--- src/rtl/fma16_sched_if.sv ---
// fma16_sched_if -- bundle of every signal between the fma16 scheduler and
// its surroundings: two requester channels, the shared fma16 datapath and
// the response channel.
//
//   req0_* / req1_* : valid/ready handshake plus opcode, x/y/z operands and
//                     rounding mode for each of the two requesters
//   fma_*           : registered operands and controls to the shared
//                     datapath; fma_result is its combinational result
//   rsp_*           : valid/ready response channel (owner id, result,
//                     illegal-opcode flag)
//   busy            : scheduler is not idle
//
// slave  : the scheduler side (fma16_sched)
// master : the environment side (requesters, datapath, response consumer)
interface fma16_sched_if;
   logic        req0_valid;
   logic        req0_ready;
   logic [2:0]  req0_op;
   logic [15:0] req0_x;
   logic [15:0] req0_y;
   logic [15:0] req0_z;
   logic [1:0]  req0_rm;

   logic        req1_valid;
   logic        req1_ready;
   logic [2:0]  req1_op;
   logic [15:0] req1_x;
   logic [15:0] req1_y;
   logic [15:0] req1_z;
   logic [1:0]  req1_rm;

   logic [15:0] fma_x;
   logic [15:0] fma_y;
   logic [15:0] fma_z;
   logic        fma_mul;
   logic        fma_add;
   logic        fma_negr;
   logic        fma_negz;
   logic [1:0]  fma_roundmode;
   logic [15:0] fma_result;

   logic        rsp_valid;
   logic        rsp_ready;
   logic        rsp_id;
   logic [15:0] rsp_result;
   logic        rsp_illegal;
   logic        busy;

   modport slave (
      input  req0_valid, req0_op, req0_x, req0_y, req0_z, req0_rm,
      input  req1_valid, req1_op, req1_x, req1_y, req1_z, req1_rm,
      input  fma_result, rsp_ready,
      output req0_ready, req1_ready,
      output fma_x, fma_y, fma_z, fma_mul, fma_add, fma_negr, fma_negz, fma_roundmode,
      output rsp_valid, rsp_id, rsp_result, rsp_illegal, busy
   );

   modport master (
      output req0_valid, req0_op, req0_x, req0_y, req0_z, req0_rm,
      output req1_valid, req1_op, req1_x, req1_y, req1_z, req1_rm,
      output fma_result, rsp_ready,
      input  req0_ready, req1_ready,
      input  fma_x, fma_y, fma_z, fma_mul, fma_add, fma_negr, fma_negz, fma_roundmode,
      input  rsp_valid, rsp_id, rsp_result, rsp_illegal, busy
   );
endinterface

--- src/rtl/fma16_sched.sv ---
// fma16_sched -- round-robin scheduler sharing one fma16 datapath between two
// requesters, one operation in flight at a time.
//
// Ports:
//   clk   : single clock, rising edge
//   reset : asynchronous, active-high; clears all state
//   bus   : fma16_sched_if.slave (requester handshakes, datapath operands
//           and controls, response channel, busy)
//
// Parameter LAT (1..15): clock edges from the accepting edge to the edge that
// samples fma_result into rsp_result.
module fma16_sched #(
   parameter int LAT = 2
) (
   input logic          clk,
   input logic          reset,
   fma16_sched_if.slave bus
);

   localparam logic [3:0]  CNT_LOAD = 4'(LAT - 1);
   localparam logic [15:0] QNAN     = 16'h7E00;

   typedef enum logic [1:0] {
      IDLE = 2'd0,
      BUSY = 2'd1,
      RESP = 2'd2
   } state_t;

   state_t      state;
   state_t      state_nxt;
   logic        ptr;
   logic [3:0]  cnt;

   logic        grant0;
   logic        grant1;
   logic        acc;
   logic        acc_id;
   logic        acc_illegal;
   logic [2:0]  acc_op;
   logic [15:0] acc_x;
   logic [15:0] acc_y;
   logic [15:0] acc_z;
   logic [1:0]  acc_rm;

   // Opcode to {mul, add, negr, negz}; 111 never reaches the datapath.
   function automatic logic [3:0] decode_op(input logic [2:0] op);
      logic [3:0] c;
      case (op)
         3'b000:  c = 4'b0100;
         3'b001:  c = 4'b0101;
         3'b010:  c = 4'b1000;
         3'b011:  c = 4'b1100;
         3'b100:  c = 4'b1101;
         3'b101:  c = 4'b1110;
         3'b110:  c = 4'b1111;
         default: c = 4'b0000;
      endcase
      return c;
   endfunction

   // Round-robin grant: contention goes to ptr, a lone request always wins.
   always_comb begin
      grant0 = bus.req0_valid & (~bus.req1_valid | ~ptr);
      grant1 = bus.req1_valid & (~bus.req0_valid | ptr);
   end

   // Operation of whichever requester holds the grant.
   always_comb begin
      acc_id = grant1;
      if (grant1) begin
         acc_op = bus.req1_op;
         acc_x  = bus.req1_x;
         acc_y  = bus.req1_y;
         acc_z  = bus.req1_z;
         acc_rm = bus.req1_rm;
      end else begin
         acc_op = bus.req0_op;
         acc_x  = bus.req0_x;
         acc_y  = bus.req0_y;
         acc_z  = bus.req0_z;
         acc_rm = bus.req0_rm;
      end
      acc_illegal = (acc_op == 3'b111);
   end

   always_ff @(posedge clk or posedge reset) begin
      if (reset) state <= IDLE;
      else       state <= state_nxt;
   end

   // Ready only in IDLE and never while reset is held; ready implies valid,
   // so any grant in IDLE is an accept at the coming edge.
   always_comb begin
      state_nxt      = state;
      bus.req0_ready = 1'b0;
      bus.req1_ready = 1'b0;
      bus.rsp_valid  = 1'b0;
      bus.busy       = 1'b1;
      acc            = 1'b0;
      case (state)
         IDLE: begin
            bus.busy       = 1'b0;
            bus.req0_ready = grant0 & ~reset;
            bus.req1_ready = grant1 & ~reset;
            acc            = (grant0 | grant1) & ~reset;
            if (acc) state_nxt = BUSY;
         end
         BUSY: begin
            if (cnt == 4'd0) state_nxt = RESP;
         end
         RESP: begin
            bus.rsp_valid = 1'b1;
            if (bus.rsp_ready) state_nxt = IDLE;
         end
         default: state_nxt = IDLE;
      endcase
   end

   // Issue stage: operands go out on accept. An illegal opcode parks its
   // canned response immediately and spends one BUSY cycle with cnt=0, which
   // gives it the same one-edge response latency as LAT=1; rsp_illegal then
   // suppresses the fma_result capture.
   always_ff @(posedge clk or posedge reset) begin
      if (reset) begin
         ptr               <= 1'b0;
         cnt               <= 4'd0;
         bus.fma_x         <= 16'h0000;
         bus.fma_y         <= 16'h0000;
         bus.fma_z         <= 16'h0000;
         bus.fma_mul       <= 1'b0;
         bus.fma_add       <= 1'b0;
         bus.fma_negr      <= 1'b0;
         bus.fma_negz      <= 1'b0;
         bus.fma_roundmode <= 2'b00;
         bus.rsp_id        <= 1'b0;
         bus.rsp_result    <= 16'h0000;
         bus.rsp_illegal   <= 1'b0;
      end else begin
         if (acc) begin
            ptr        <= ~acc_id;
            bus.rsp_id <= acc_id;
            if (acc_illegal) begin
               bus.rsp_result  <= QNAN;
               bus.rsp_illegal <= 1'b1;
               cnt             <= 4'd0;
            end else begin
               bus.fma_x         <= acc_x;
               bus.fma_y         <= acc_y;
               bus.fma_z         <= acc_z;
               {bus.fma_mul, bus.fma_add, bus.fma_negr, bus.fma_negz} <= decode_op(acc_op);
               bus.fma_roundmode <= acc_rm;
               bus.rsp_illegal   <= 1'b0;
               cnt               <= CNT_LOAD;
            end
         end
         // Result stage: sample the datapath when the countdown expires.
         if (state == BUSY) begin
            if (cnt == 4'd0) begin
               if (!bus.rsp_illegal) bus.rsp_result <= bus.fma_result;
            end else begin
               cnt <= cnt - 4'd1;
            end
         end
      end
   end

endmodule

--- src/flat_wrapper.sv ---
// flat-port wrapper written by rule: the top's interface ports become plain ports
module fma16_sched_flat 
#(
   parameter int LAT = 2
)
  (clk, reset, bus_req0_valid, bus_req0_op, bus_req0_x, bus_req0_y, bus_req0_z, bus_req0_rm, bus_req1_valid, bus_req1_op, bus_req1_x, bus_req1_y, bus_req1_z, bus_req1_rm, bus_fma_result, bus_rsp_ready, bus_req0_ready, bus_req1_ready, bus_fma_x, bus_fma_y, bus_fma_z, bus_fma_mul, bus_fma_add, bus_fma_negr, bus_fma_negz, bus_fma_roundmode, bus_rsp_valid, bus_rsp_id, bus_rsp_result, bus_rsp_illegal, bus_busy);
  fma16_sched_if bus_i ();
  input logic clk;
  input logic reset;
  input wire logic [$bits(bus_i.req0_valid)-1:0] bus_req0_valid;
  input wire logic [$bits(bus_i.req0_op)-1:0] bus_req0_op;
  input wire logic [$bits(bus_i.req0_x)-1:0] bus_req0_x;
  input wire logic [$bits(bus_i.req0_y)-1:0] bus_req0_y;
  input wire logic [$bits(bus_i.req0_z)-1:0] bus_req0_z;
  input wire logic [$bits(bus_i.req0_rm)-1:0] bus_req0_rm;
  input wire logic [$bits(bus_i.req1_valid)-1:0] bus_req1_valid;
  input wire logic [$bits(bus_i.req1_op)-1:0] bus_req1_op;
  input wire logic [$bits(bus_i.req1_x)-1:0] bus_req1_x;
  input wire logic [$bits(bus_i.req1_y)-1:0] bus_req1_y;
  input wire logic [$bits(bus_i.req1_z)-1:0] bus_req1_z;
  input wire logic [$bits(bus_i.req1_rm)-1:0] bus_req1_rm;
  input wire logic [$bits(bus_i.fma_result)-1:0] bus_fma_result;
  input wire logic [$bits(bus_i.rsp_ready)-1:0] bus_rsp_ready;
  output wire logic [$bits(bus_i.req0_ready)-1:0] bus_req0_ready;
  output wire logic [$bits(bus_i.req1_ready)-1:0] bus_req1_ready;
  output wire logic [$bits(bus_i.fma_x)-1:0] bus_fma_x;
  output wire logic [$bits(bus_i.fma_y)-1:0] bus_fma_y;
  output wire logic [$bits(bus_i.fma_z)-1:0] bus_fma_z;
  output wire logic [$bits(bus_i.fma_mul)-1:0] bus_fma_mul;
  output wire logic [$bits(bus_i.fma_add)-1:0] bus_fma_add;
  output wire logic [$bits(bus_i.fma_negr)-1:0] bus_fma_negr;
  output wire logic [$bits(bus_i.fma_negz)-1:0] bus_fma_negz;
  output wire logic [$bits(bus_i.fma_roundmode)-1:0] bus_fma_roundmode;
  output wire logic [$bits(bus_i.rsp_valid)-1:0] bus_rsp_valid;
  output wire logic [$bits(bus_i.rsp_id)-1:0] bus_rsp_id;
  output wire logic [$bits(bus_i.rsp_result)-1:0] bus_rsp_result;
  output wire logic [$bits(bus_i.rsp_illegal)-1:0] bus_rsp_illegal;
  output wire logic [$bits(bus_i.busy)-1:0] bus_busy;
  assign bus_i.req0_valid = bus_req0_valid;
  assign bus_i.req0_op = bus_req0_op;
  assign bus_i.req0_x = bus_req0_x;
  assign bus_i.req0_y = bus_req0_y;
  assign bus_i.req0_z = bus_req0_z;
  assign bus_i.req0_rm = bus_req0_rm;
  assign bus_i.req1_valid = bus_req1_valid;
  assign bus_i.req1_op = bus_req1_op;
  assign bus_i.req1_x = bus_req1_x;
  assign bus_i.req1_y = bus_req1_y;
  assign bus_i.req1_z = bus_req1_z;
  assign bus_i.req1_rm = bus_req1_rm;
  assign bus_i.fma_result = bus_fma_result;
  assign bus_i.rsp_ready = bus_rsp_ready;
  assign bus_req0_ready = bus_i.req0_ready;
  assign bus_req1_ready = bus_i.req1_ready;
  assign bus_fma_x = bus_i.fma_x;
  assign bus_fma_y = bus_i.fma_y;
  assign bus_fma_z = bus_i.fma_z;
  assign bus_fma_mul = bus_i.fma_mul;
  assign bus_fma_add = bus_i.fma_add;
  assign bus_fma_negr = bus_i.fma_negr;
  assign bus_fma_negz = bus_i.fma_negz;
  assign bus_fma_roundmode = bus_i.fma_roundmode;
  assign bus_rsp_valid = bus_i.rsp_valid;
  assign bus_rsp_id = bus_i.rsp_id;
  assign bus_rsp_result = bus_i.rsp_result;
  assign bus_rsp_illegal = bus_i.rsp_illegal;
  assign bus_busy = bus_i.busy;
  fma16_sched #(.LAT(LAT)) u_core (.clk(clk), .reset(reset), .bus(bus_i));
endmodule
--- config.mk ---
export PLATFORM = sky130hd
export DESIGN_NAME = fma16_sched_flat
export DESIGN_NICKNAME = d
export VERILOG_FILES = /design/src/rtl/fma16_sched_if.sv /design/src/rtl/fma16_sched.sv /design/src/flat_wrapper.sv
export SDC_FILE = /design/constraint.sdc
export NUM_CORES = 1
export LEC_CHECK = 0
export ABC_AREA = 1
export CAP_MARGIN = 40
export CORE_MARGIN = 2
export CORE_UTILIZATION = 44
export CTS_BUF_LIST = sky130_fd_sc_hd__clkbuf_2 sky130_fd_sc_hd__clkbuf_4 sky130_fd_sc_hd__clkbuf_8
export CTS_CLUSTER_DIAMETER = 200
export DETAILED_ROUTE_END_ITERATION = 10
export MAX_ROUTING_LAYER = met4
export PLACE_DENSITY = 0.88
export SYNTH_ARGS = -nofsm -noshare
export SYNTH_HDL_FRONTEND = slang
export SYNTH_SLANG_ARGS = --single-unit
export TNS_END_PERCENT = 30
--- constraint.sdc ---
create_clock -name clk -period 6.4 [get_ports clk]
set_input_delay 0.64 -clock clk [delete_from_list [all_inputs] [get_ports clk]]
set_output_delay 0.64 -clock clk [all_outputs]
set_load 0.1 [all_outputs]
==> flow_metrics.env <==
export IMPL_status="finished, final reports clean"
export IMPL_data_required_time_of_the_worst_path_ns=6.66
export IMPL_synthesized_area_per_cell_um2=8.951
export IMPL_final_hold_viol_count=0
export IMPL_drcViolationCount=0
export IMPL_drt_iter0_drc=135
export IMPL_post_place_ws_ns=2.901
export IMPL_synthCells=442
export IMPL_first_global_vias=4732
export IMPL_detail_route_wirelength_um=14160
export IMPL_tightest_slew_ns=0.7374
export IMPL_cts_path_max_buffers=2
export IMPL_grt_overflow=0
export IMPL_critical_path_max_fanout=54
export IMPL_synthesis_yosys_warnings=0
export IMPL_fin_nets=841
export IMPL_layout_cells_non_filler=825
export IMPL_num_antenna_cells=0
export IMPL_avgViaCountPerCell=5.114
export IMPL_synthesis_nets=570
export IMPL_setup_viol=0
export IMPL_dpl_cell_count=810
export IMPL_cap_viol_max_count=0
export IMPL_ctsHoldBuffers=0
export IMPL_design_portCount=203
export IMPL_cts_root_buf="clkbuf_8"
export IMPL_grt_setup_unrepaired="false"
export IMPL_synth_seq_cells=79
export IMPL_hold_worst_slack_ns=0.4832
export IMPL_cts_post_setup_buffers_inserted=0
export IMPL_start_util_pct=45.37
export IMPL_area_growth_pct=91.24
export IMPL_drt_first_pass_iters=4
export IMPL_synthDistinctLibCells=27
export IMPL_area_share_of_the_leading_cell_type_in_the_synthesized_netlist_pct=49.97
export IMPL_top_ff_cell_synth="dfrtp_1"
export IMPL_fin_tns_setup_ns=0
export IMPL_std_cell_rows=34
export IMPL_holdCritPathClass="reg -> reg"
export IMPL_vias=4219
export IMPL_fmax_mhz=314.8
export IMPL_tritoncts_clock_tree="built"
export IMPL_yosysTopAreaCell="dfrtp_1"
export IMPL_clock_latency_ns=0.33
export IMPL_post_cts_resized_instances=0
export IMPL_finalWorstSetupSlack_ns=3.223
export IMPL_core_area_um2=8721
export IMPL_synth_async_sr_flop_share_pct=100.0
export IMPL_critical_path_startpoint_type="input port"
export IMPL_die_h_um=98.83
export IMPL_drv_slew=0
export IMPL_criticalPathCategory="in -> reg"
export IMPL_buffer_ports_inserted=202
export IMPL_worst_setup_hold_path_clk_slew_ns=0.07
export IMPL_min_period_ns=3.177
export IMPL_skew_ns=0.01309
export IMPL_die_x_extent_um=98.83
export IMPL_antenna_found_initial=0
export IMPL_numCtsBuffers=9
export IMPL_first_pass_grt_wire_length_um=22640
export IMPL_end_kind="flop"
export IMPL_synth_top_cells_by_area="dfrtp_1 50%, nand2_1 17%, mux2_2 14%, nand3_1 4.7%, inv_1 2.5%"
export IMPL_cts_num_sinks=79
export IMPL_cp_startpoint="reset"
export IMPL_dieArea_um2=9766
export IMPL_synth_cell_area_um2=3956
export IMPL_worst_slew_margin_rel_pct=50.66
export IMPL_fin_crit_sh_pct=49.64
export IMPL_synth_yosys_seq_area_share_pct=49.97
export IMPL_cts_htree_levels=3
export IMPL_global_route_usage_total_pct=30.23
export IMPL_final_antenna_net_count=0
export IMPL_grt_max_degree=55
export IMPL_final_layout_size_suffix_gt1_share_pct=22.32
export IMPL_synth_edff_count=0
export IMPL_hp_start="u_core.bus.fma_z[0]"
export IMPL_wl_per_cell_um=17.16
export IMPL_detailedPlacementHpwl_um=10860
export IMPL_timing_critical_path_arrival_ns=3.44
export IMPL_critical_path_reg2reg_startpoint="u_core.cnt[0]"
export IMPL_finalWeightedCongestion=0.7665
flip-flops by register name (all words and copies together), names as in the netlist:
signal	count
u_core.bus.fma_negr	1
u_core.ptr	1
u_core.bus.rsp_illegal	1
u_core.bus.fma_mul	1
u_core.state	2
u_core.bus.fma_z	16
u_core.bus.fma_y	16
u_core.bus.fma_add	1
u_core.bus.fma_negz	1
u_core.bus.fma_x	16
u_core.bus.rsp_id	1
u_core.cnt	4
u_core.bus.fma_roundmode	2
u_core.bus.rsp_result	16
metrics by stage:
stage / cell area [µm²] / util, %
after floorplan: 3956 / -
after global placement: 5983 / 68.61
after detailed placement: 7365 / 84.45
after CTS: 7566 / 86.76
after global routing: 7566 / 86.76
final: 7566 / 86.76
critical path, stage by stage:
cell and delay [ns]:
clkdlybuf4s50_1 0.49, clkinv_2 0.11, buf_4 0.39, buf_16 0.30, nand2_2 0.15, nor2_8 0.17
nand2_4 0.35, inv_4 0.55, nand2_1 0.11, nand2_1 0.11
metal layers:
layer  wire length (µm)  share of wire (%)  track usage, %
met5                  0                  0               -
met4                516                3.6           12.64
met3                756                5.3           5.248
met2               7842                 55           56.55
met1               5043                 36           30.81
synthesized netlist by cell type (3+ instances only):
cell type	count
buf_2	8
buf_4	6
buf_6	5
dfrtp_1	79
inv_1	26
mux2_2	50
nand2_1	182
nand2_2	5
nand3_1	37
nor2_1	9
nor3_1	3
o21ai_0	10
or2_0	3
or2_2	3
worst paths after layout:
path	end	cells past startpoint	slack (ns)
min in group asynchronous	u_core.bus.fma_roundmode[0]	3	0.86
worst min-delay path	u_core.bus.fma_z[0]	2	0.48
worst max register to register	u_core.bus.rsp_result[9]	8	3.72
worst max-delay path	u_core.bus.fma_y[6]	10	3.22
max in group asynchronous	u_core.bus.fma_y[8]	4	4.97
worst min register to register	u_core.bus.fma_z[0]	2	0.48
layout make-up:
type	instances	area [µm²]
repair buffers	281	3418
flip-flops and latches	79	1977
multi-input cells	314	1725
fillers	400	1155
clock buffers	12	158.9
well taps	108	135.1
inverters	28	108.9
clock inverters	3	42.54
cells by family (layout without fill, tap and decap cells):
family / after synthesis / in the layout / synth area share (%)
AO/OA/AOI/OAI: 13 / 13 / 1.740
XOR/XNOR: 2 / 2 / 0.4428
adder cells (fa/ha/maj): 1 / 1 / 0.3162
buffers and inverters: 49 / 324 / 6.483
flip-flops: 79 / 79 / 49.97
multiplexers: 50 / 50 / 14.23
AND/OR/NAND/NOR: 248 / 248 / 26.82
placed cells by master, fill, tap and decap left out, types with 2 or more instances in the layout:
| master | count |
|---|---|
| nor3_1 | 3 |
| nand3_1 | 37 |
| buf_8 | 59 |
| inv_1 | 25 |
| nand4_1 | 2 |
| or2_2 | 3 |
| clkdlybuf4s50_1 | 202 |
| nand2_2 | 6 |
| mux2_2 | 50 |
| clkinv_2 | 2 |
| buf_16 | 18 |
| nor2_1 | 9 |
| xnor2_1 | 2 |
| o21ai_0 | 10 |
| clkbuf_8 | 11 |
| nand2_1 | 181 |
| or2_0 | 3 |
| dfrtp_1 | 79 |
| buf_4 | 2 |
Power is left out: the tool's default activity adds up to more than one toggle a clock period on the data nets, which glitch-free logic cannot reach.
==> variant, RTL diff (config.mk and constraints unchanged) <==
Encoding of `state_t`: now one-hot (3 bits for 3 states).
--- a/src/rtl/fma16_sched.sv
+++ b/src/rtl/fma16_sched.sv
@@ -20,10 +20,10 @@
    localparam logic [3:0]  CNT_LOAD = 4'(LAT - 1);
    localparam logic [15:0] QNAN     = 16'h7E00;
 
-   typedef enum logic [1:0] {
-      IDLE = 2'd0,
-      BUSY = 2'd1,
-      RESP = 2'd2
+   typedef enum logic [2:0] {
+      IDLE = 3'b001,
+      BUSY = 3'b010,
+      RESP = 3'b100
    } state_t;
 
    state_t      state;
Behaviour: no difference found for any inputs over 4 cycles, from zero or initial values and one cycle with reset high; so few cycles prove little.
==> variant against the original RTL <==
- core utilization is 0.31 points higher
- setup slack worse by 0.30 ns
- synthesized area is 1.4% higher
- sequential cell count is 1 higher
- cell count is 0.48% higher
- design area is 0.84% higher
- routed wire length is 1.6% higher
- critical path type is now primary input to output port
- critical endpoint is now bus_req1_ready
Power is left out: the tool's default activity adds up to more than one toggle a clock period on the data nets, which glitch-free logic cannot reach.
==> variant: results (changes against the original RTL) <==
Clock tree
  • Clock-pin slew on the worst setup and hold paths: 0.08 ns
  • Later-pin clock latency in the skew report: 0.35 ns (+0.02 ns)
  • Root Buffer: clkbuf_8
  • Clock buffer depth: 2 (unchanged)
  • H-tree depth: 3 (unchanged)
  • CTS Buf Count: 9 (unchanged)
  • Cts repair resizes: 0 (unchanged)

Hold path
  • Hold Path End: u_core.bus.fma_x[15]
  • Hold depth: 2 (unchanged)
  • Min-delay src: u_core.bus.fma_x[15]
  • Hold WC Path Type: register to register

GRT
  • GR met3 Demand/Resource: 4.36% (-0.89 points)
  • Vias in the first global route: 4558 (-3.7%)
  • Met1 Track Usage GR: 32.1% (+1.3 points)
  • First-pass GRT wire length: 23.0 mm (+1.4%)
  • Met2 track demand over resource: 56.5% (unchanged)
  • Pin count of the biggest net entering global routing: 55 (unchanged)
  • Tot GR Track Use: 30.6% (+0.39 points)

Logic synthesis
  • Syn_nets: 573 (+0.53%)
  • Seq/Total Area, Yosys: 50.0% (about the same)
  • Most frequent cells after synthesis: 184 x nand2_1, 79 x dfrtp_1, 50 x mux2_2, 38 x nand3_1, 25 x inv_1
  • YS warnings: 0 (unchanged)
  • Yosys cell types: 28 (+3.7%)
  • Top cells by area, synth: dfrtp_1 49%, nand2_1 17%, mux2_2 14%
  • Syn avg cell area: 9.01 sq um (+0.68%)

Routing
  • Vias: 4225 (+0.14%)
  • Via/cell ratio: 5.10 (-0.34%)
  • DR pass1 iterations: 4 (unchanged)
  • Detailed Route Iter0 Violations: 241 (+79%)
  • Detailed Route WL: 14.4 mm (+1.6%)

STA
  • Hold_ws: 0.483 ns (+0.000167 ns)
  • Worst Clk Skew: 0.0146 ns (+0.00152 ns)
  • Max_slew headroom: 39.0% (-12 points)

Final layout
  • Nets: 844 (+0.36%)
  • N_diodes: 0 (unchanged)
  • Layout cells sized above 1: 22.7% (+0.43 points)

Worst setup path
  • CP arrival: 2.84 ns (-0.60 ns)
  • R2R Setup Slk: 3.88 ns (+0.16 ns)
  • Crit-path max FO: 51 (-5.6%)
  • R2r endpoint: u_core.bus.rsp_result[11]
  • R2R Path Start: u_core.cnt[0]

Place
  • Placed wire-length estimate: 11.4 mm (+4.9%)
  • Worst slack, placed: 2.94 ns (+0.0432 ns)
  • Cell area after placement: 7430 sq um (+0.88%)
  • Gpl congestion: 0.820 (+7.0%)
  • Placed insts: 813 (+0.37%)

Run status
  • Status: completed
## variant: cell types whose count changed in the layout (fill, tap and decap cells not counted), moves of 2 or more
cell,unedited run,this run
buf_8,59,57
clkbuf_8,11,9
clkinv_4,0,2
nand2_1,181,183
nor3_1,3,5
## variant: cells by family after synthesis
logic type | Yosys count | share of synthesized area [%]
compound gates | 11 | 1.53
buf+inv | 48 | 6.46
simple gates | 253 | 27.3
mux | 50 | 14.0
flops | 80 | 50.0
fa+ha+maj | 1 | 0.312
xor+xnor | 2 | 0.437
## variant: worst max-delay path: stages
cell	delay, ns
clkdlybuf4s50_1	0.62
nand2_2	0.08
buf_4	0.31
nor3_1	0.32
clkdlybuf4s50_1	0.65
buf_16	0.20
## variant: area by class of cell
cell class / count / area (sq um)
Clock inverter: 6 / 68.8
Inverter: 27 / 105
Clock buffer: 10 / 131
Sequential cell: 80 / 2000
Fill cell: 411 / 1130
Multi-Input combinational cell: 317 / 1750
Tap cell: 108 / 135
Timing Repair Buffer: 281 / 3440
## variant: how the worst max path moves through the flow
stage | startpoint | slack, ns | cells past startpoint | to
5_1_grt | bus_req0_valid | 2.82 | 7 | bus_req1_ready
2_1_floorplan | reset | 1.90 | 3 | bus_req0_ready
6_report | bus_req1_valid | 2.92 | 6 | bus_req1_ready
3_3_place_gp | bus_req1_valid | 2.67 | 5 | bus_req1_ready
4_1_cts | bus_req1_valid | 2.91 | 6 | bus_req1_ready
3_5_place_dp | bus_req1_valid | 2.94 | 6 | bus_req1_ready
## variant: routing by layer
layer	share of wire, %	vias to the layer above	wire length (um)
li1	-	1964	-
met5	0	-	0
met3	5.6	44	804
met4	3.6	0	514
met1	35	2026	5100
met2	55	191	7970
